File: config.mk
export PLATFORM = sky130hd
export DESIGN_NAME = timepulse_sequencer
export DESIGN_NICKNAME = d
export VERILOG_FILES = /design/src/rtl/timepulse_sequencer_pkg.sv /design/src/rtl/timepulse_sequencer_rise_detect.sv /design/src/rtl/timepulse_sequencer.sv
export SDC_FILE = /design/constraint.sdc
export NUM_CORES = 1
export LEC_CHECK = 0
export ABC_CLOCK_PERIOD_IN_PS = 1650
export CAP_MARGIN = 30
export CORE_MARGIN = 8
export CORE_UTILIZATION = 44
export CTS_CLUSTER_DIAMETER = 40
export DETAILED_ROUTE_END_ITERATION = 8
export MAX_ROUTING_LAYER = met4
export PLACE_DENSITY = 0.82
export RECOVER_POWER = 100
export SYNTH_ARGS = -nofsm -noshare
export SYNTH_HDL_FRONTEND = slang
export SYNTH_SLANG_ARGS = --single-unit
File: constraint.sdc
create_clock -name CLOCK -period 1.65 [get_ports CLOCK]
set_input_delay 0.165 -clock CLOCK [delete_from_list [all_inputs] [get_ports CLOCK]]
set_output_delay 0.165 -clock CLOCK [all_outputs]
set_load 0.005 [all_outputs]
File: src/rtl/timepulse_sequencer_pkg.sv
// Shared definitions for the AGC timepulse sequencer: state encodings,
// timepulse width/reset pattern and the one-hot rotate helper.
package timepulse_sequencer_pkg;

    localparam int T_W = 12;

    localparam logic [T_W-1:0] T_RESET = 12'h800;
    localparam logic [T_W-1:0] T_FIRST = 12'h001;

    typedef enum logic [1:0] {
        ST_RUN      = 2'd0,
        ST_STOPPED  = 2'd1,
        ST_STEP_ARM = 2'd2,
        ST_STEP_RUN = 2'd3
    } tp_state_e;

    // One timepulse step: T01 -> T02 ... T12 -> T01.
    function automatic logic [T_W-1:0] t_rotate(input logic [T_W-1:0] t_in);
        t_rotate = {t_in[T_W-2:0], t_in[T_W-1]};
    endfunction

    function automatic logic t_is_last(input logic [T_W-1:0] t_in);
        t_is_last = t_in[T_W-1];
    endfunction

    // Halted states present STOPPED to the outside world.
    function automatic logic state_is_halted(input tp_state_e st);
        state_is_halted = (st == ST_STOPPED) || (st == ST_STEP_ARM);
    endfunction

endpackage

File: src/rtl/timepulse_sequencer_rise_detect.sv
// Rising-edge detector with previous sample preset high, so an input that is
// already high when reset releases does not register as an edge.
module rise_detect (
    input  logic clk,
    input  logic rst,
    input  logic din,
    output logic rise
);

    logic prev_q;
    logic prev_d;

    // Next previous-sample value is simply the current input.
    always_comb begin
        prev_d = din;
    end

    // Previous-sample register, preset to 1 on reset.
    always_ff @(posedge clk or posedge rst) begin
        if (rst) begin
            prev_q <= 1'b1;
        end else begin
            prev_q <= prev_d;
        end
    end

    assign rise = din & ~prev_q;

endmodule

File: src/rtl/timepulse_sequencer.sv
// AGC timepulse generator: steps a one-hot T01..T12 on each PHS4 rise and
// applies monitor stop, single-step and GOJAM restart at MCT boundaries.
module timepulse_sequencer
    import timepulse_sequencer_pkg::*;
#(
    parameter int CNT_W = 16
) (
    input  logic             CLOCK,
    input  logic             SIM_RST,
    input  logic             VCC,
    input  logic             GND,
    input  logic             PHS4,
    input  logic             GOJAM,
    input  logic             MSTP,
    input  logic             MSTEP,
    output logic [T_W-1:0]   T,
    output logic             MCT_END,
    output logic             STOPPED,
    output logic [CNT_W-1:0] MCTCNT
);

    logic unused_rails_s;
    assign unused_rails_s = VCC ^ GND;

    logic step_s;
    logic mstep_rise_s;

    rise_detect u_phs4_rise (
        .clk  (CLOCK),
        .rst  (SIM_RST),
        .din  (PHS4),
        .rise (step_s)
    );

    rise_detect u_mstep_rise (
        .clk  (CLOCK),
        .rst  (SIM_RST),
        .din  (MSTEP),
        .rise (mstep_rise_s)
    );

    tp_state_e        state_q,   state_d;
    logic [T_W-1:0]   t_q,       t_d;
    logic             mct_end_q, mct_end_d;
    logic             stopped_q, stopped_d;
    logic [CNT_W-1:0] cnt_q,     cnt_d;

    logic [T_W-1:0]   t_adv_s;
    logic             wrap_s;
    logic [CNT_W-1:0] cnt_inc_s;

    assign t_adv_s   = t_rotate(t_q);
    assign wrap_s    = t_is_last(t_q);
    assign cnt_inc_s = cnt_q + CNT_W'(1);

    // Next-state logic: GOJAM first, then per-state step handling.
    always_comb begin
        state_d   = state_q;
        t_d       = t_q;
        mct_end_d = 1'b0;
        cnt_d     = cnt_q;

        if (GOJAM) begin
            state_d = ST_RUN;
            t_d     = T_RESET;
        end else begin
            case (state_q)
                ST_RUN: begin
                    if (step_s && wrap_s && MSTP) begin
                        state_d = ST_STOPPED;
                    end else if (step_s) begin
                        t_d       = t_adv_s;
                        mct_end_d = wrap_s;
                        cnt_d     = wrap_s ? cnt_inc_s : cnt_q;
                    end else begin
                        state_d = ST_RUN;
                    end
                end
                ST_STOPPED: begin
                    // A falling MSTP wins over a coincident MSTEP rise.
                    if (!MSTP && step_s) begin
                        state_d   = ST_RUN;
                        t_d       = t_adv_s;
                        mct_end_d = wrap_s;
                        cnt_d     = wrap_s ? cnt_inc_s : cnt_q;
                    end else if (MSTP && mstep_rise_s) begin
                        state_d = ST_STEP_ARM;
                    end else begin
                        state_d = ST_STOPPED;
                    end
                end
                ST_STEP_ARM: begin
                    if (step_s) begin
                        state_d   = ST_STEP_RUN;
                        t_d       = t_adv_s;
                        mct_end_d = wrap_s;
                        cnt_d     = wrap_s ? cnt_inc_s : cnt_q;
                    end else begin
                        state_d = ST_STEP_ARM;
                    end
                end
                ST_STEP_RUN: begin
                    if (step_s && wrap_s && MSTP) begin
                        state_d = ST_STOPPED;
                    end else if (step_s) begin
                        state_d   = wrap_s ? ST_RUN : ST_STEP_RUN;
                        t_d       = t_adv_s;
                        mct_end_d = wrap_s;
                        cnt_d     = wrap_s ? cnt_inc_s : cnt_q;
                    end else begin
                        state_d = ST_STEP_RUN;
                    end
                end
                default: begin
                    state_d = ST_RUN;
                    t_d     = T_RESET;
                end
            endcase
        end

        stopped_d = state_is_halted(state_d);
    end

    // Sequencer state and all registered outputs.
    always_ff @(posedge CLOCK or posedge SIM_RST) begin
        if (SIM_RST) begin
            state_q   <= ST_RUN;
            t_q       <= T_RESET;
            mct_end_q <= 1'b0;
            stopped_q <= 1'b0;
            cnt_q     <= '0;
        end else begin
            state_q   <= state_d;
            t_q       <= t_d;
            mct_end_q <= mct_end_d;
            stopped_q <= stopped_d;
            cnt_q     <= cnt_d;
        end
    end

    assign T       = t_q;
    assign MCT_END = mct_end_q;
    assign STOPPED = stopped_q;
    assign MCTCNT  = cnt_q;

endmodule
==> metrics.yaml <==
routing:
  drtPass1Iterations: 4
  vias_per_cell: 5.30
  vias: 1379
  wl_mm: 4.00
  drc: 0
  drt_iter0_drc: 104
  wl_per_cell_um: 15.4
  ant_nets: 0
clock_network:
  clock_latency_ns: 0.29
  cts.sinks: 34
  htreeDepth: 2
  cts_made_buffers: 5
  clockBufferDepth: 2
  cts_tree: "yes"
  path_clk_slew_ns: 0.07
  cts_root_buf: "clkbuf_8"
layout:
  fin_nets: 225
  antennaDiodeCount: 0
  final_area_um2: 2320
  area_delta_synth_final_pct: 40.2
  fillers: 283
  mostFrequentLayoutCell: "clkdlybuf4s50_1"
  post-route-util_pct: 63.8
  mostFrequentLayoutCells: "clkdlybuf4s50_1 (32), dfrtp_1 (31), nand3_1 (17)"
  drive_above_1_share_pct: 21.2
  finalNonFillerCells: 260
timing:
  tns_ns: 0
  skew_ns: 0.00515
  slew-limit-headroom_pct: 42.7
  clock.fmax_mhz: 614
  whs_ns: 0.471
  finalCritPeriodShare_pct: 98.7
  worst_slew_pin_slew_ns: 0.859
  rsz0062_at_grt: "true"
  drv_slew: 0
  setup_violations: 0
  hold_viol: 0
  setup_slack_ns: 0.0210
  fin_crit_ns: 1.63
worst_setup_path:
  r2r_slack_ns: 0.02
  end_kind: "flip-flop"
  path_class: "reg2reg"
  critPathRequiredTime_ns: 1.86
  worstSetupStartpointType: "flip-flop"
  rr_worst_depth: 7
  worstPathArrival_ns: 1.84
  cp_max_fo: 5
logic_synthesis:
  synth.distinct_cells: 35
  avgSynthCellArea_um2: 10.5
  yosysTopAreaCell: "dfrtp_1"
  synth_top_area_share_pct: 46.9
  syn-instance-count: 158
  yosysWarnings: 0
  netlist_area_um2: 1650
  yosys-top-cells-area: "dfrtp_1 (47%), xnor2_1 (7.4%), nand3_1 (5.1%)"
  seq_area_frac_synth_pct: 51.7
  syn_nets: 171
  synth-seq-cells: 34
place:
  portBuffers: 35
  hpwl_mm: 2.68
  dp_slack_ns: -0.114
  gp_congestion: 0.882
  place_area_um2: 2140
  dp.cells: 248
floorplan:
  dieArea_um2: 5980
  fp.dieW_um: 77.3
  io_pins: 38
  placementRows: 22
  fp.coreArea_um2: 3630
  die_h_um: 77.3
  start_util_pct: 45.5
power:
  switching_power_mw: 0.871
  clockPowerShare_pct: 23.0
  p_sw_share_pct: 32.6
  p_leak_nw: 0.951
  p_total_mw: 2.67
  power_density_nw_per_um2: 1150
  seq_power_share_pct: 37.7
  internal_power_mw: 1.80
  peakVddDrop_mv: 0.560
  p_comb_share_pct: 39.3
run_status:
  run_status: "complete, no violations"
global_routing:
  first_global_vias: 1340
  grt_pass1_wl_mm: 6.49
  track_usage_pct: 13.7
  antenna_found_initial: 0
  grt-ovfl-total: 0
  grt_max_degree: 35
worst_hold_path:
  holdPathStages: 1
  hold_path.class: "reg2reg"
job:
  cap_violations: 0
[synthesized netlist by cell type]
| cell | number |
|---|---|
| inv_1 | 4 |
| o21ai_0 | 12 |
| o211ai_1 | 1 |
| a211oi_4 | 1 |
| dfstp_2 | 3 |
| xor2_1 | 2 |
| nor3b_2 | 1 |
| nand4bb_1 | 1 |
| and3_1 | 2 |
| nor4_1 | 1 |
| and2_1 | 1 |
| a311oi_2 | 1 |
| nand3b_1 | 1 |
| nor2_1 | 2 |
| a311o_1 | 1 |
| buf_2 | 1 |
| nand2b_1 | 4 |
| dfrtp_1 | 31 |
| nand2_1 | 6 |
| clkbuf_4 | 1 |
| and4b_1 | 1 |
| o21ai_1 | 1 |
| o31ai_1 | 1 |
| nand4_1 | 10 |
| o21a_1 | 2 |
| clkbuf_1 | 6 |
| a221oi_2 | 1 |
| inv_2 | 1 |
| nor2b_1 | 2 |
| nor3_1 | 3 |
| ha_1 | 5 |
| mux2_2 | 1 |
| nand3_1 | 17 |
| xnor2_1 | 14 |
| a21oi_1 | 16 |
[per-layer routing]
metal / vias to the layer above / GRT usage, % / wire length (um)
li1: 670 / - / -
met1: 672 / 15.3 / 1750
met2: 30 / 21.8 / 1970
met3: 7 / 4.78 / 189
met4: 0 / 5.66 / 88
met5: - / - / 0
[critical path: stages (launching register included)]
cell and delay, ns:
dfrtp_1 0.39, inv_2 0.09, ha_2 0.18, buf_4 0.14, and4b_1 0.19, nor3_1 0.05, a221oi_2 0.32, xor2_1 0.18
[power by group through the flow]
stage | clock network [mW] | registers (mW) | logic [mW]
after floorplan | 0 | 1.02 | 0.479
after global placement | 0 | 1.02 | 0.813
after detailed placement | 0 | 1.02 | 0.828
after CTS | 0.629 | 1.00 | 0.840
after global routing | 0.661 | 1.02 | 1.15
final | 0.615 | 1.01 | 1.05
[final timing paths]
check | from | to
setup / recovery | state_q[1] | STOPPED
hold / removal | MCTCNT[15] | MCTCNT[15]
setup reg to reg | state_q[1] | STOPPED
hold reg to reg | MCTCNT[15] | MCTCNT[15]
max in group asynchronous | SIM_RST | T[6]
min in group asynchronous | SIM_RST | MCTCNT[12]
[timing repair]
action,in CTS,in global routing
hold buffers,0,0
gates resized for setup,0,13
pin swaps,1,1
gates cloned,0,1
buffers inserted,2,2
setup endpoints to repair,8,21
[sequential cells by signal, summed over array words and instances (netlist names)]
signal / cells
MCTCNT: 16
MCT_END: 1
STOPPED: 1
T: 12
state_q: 2
u_mstep_rise.prev_q: 1
u_phs4_rise.prev_q: 1
[cells by family (layout without fill, tap and decap cells)]
family / Yosys count / in the layout / synth area share [%]
and+or+nand+nor: 52 / 52 / 17.9
AOI/OAI and AO/OA: 37 / 37 / 14.2
DFF: 34 / 34 / 51.7
xor gates and xnor gates: 16 / 16 / 8.47
buffers and inverters: 13 / 67 / 3.25
adders and majority gates: 5 / 5 / 3.78
muxes: 1 / 1 / 0.681
[final cells by class]
cell class,count,area [um2],share of cell area [%]
flip-flops and latches,34,855,36.9
clock buffers,7,86.3,3.72
repair buffers,55,509,22.0
multi-input cells,111,790,34.1
inverters,5,18.8,0.809
well taps,48,60.1,2.59
(Power assumes the default switching activity.)
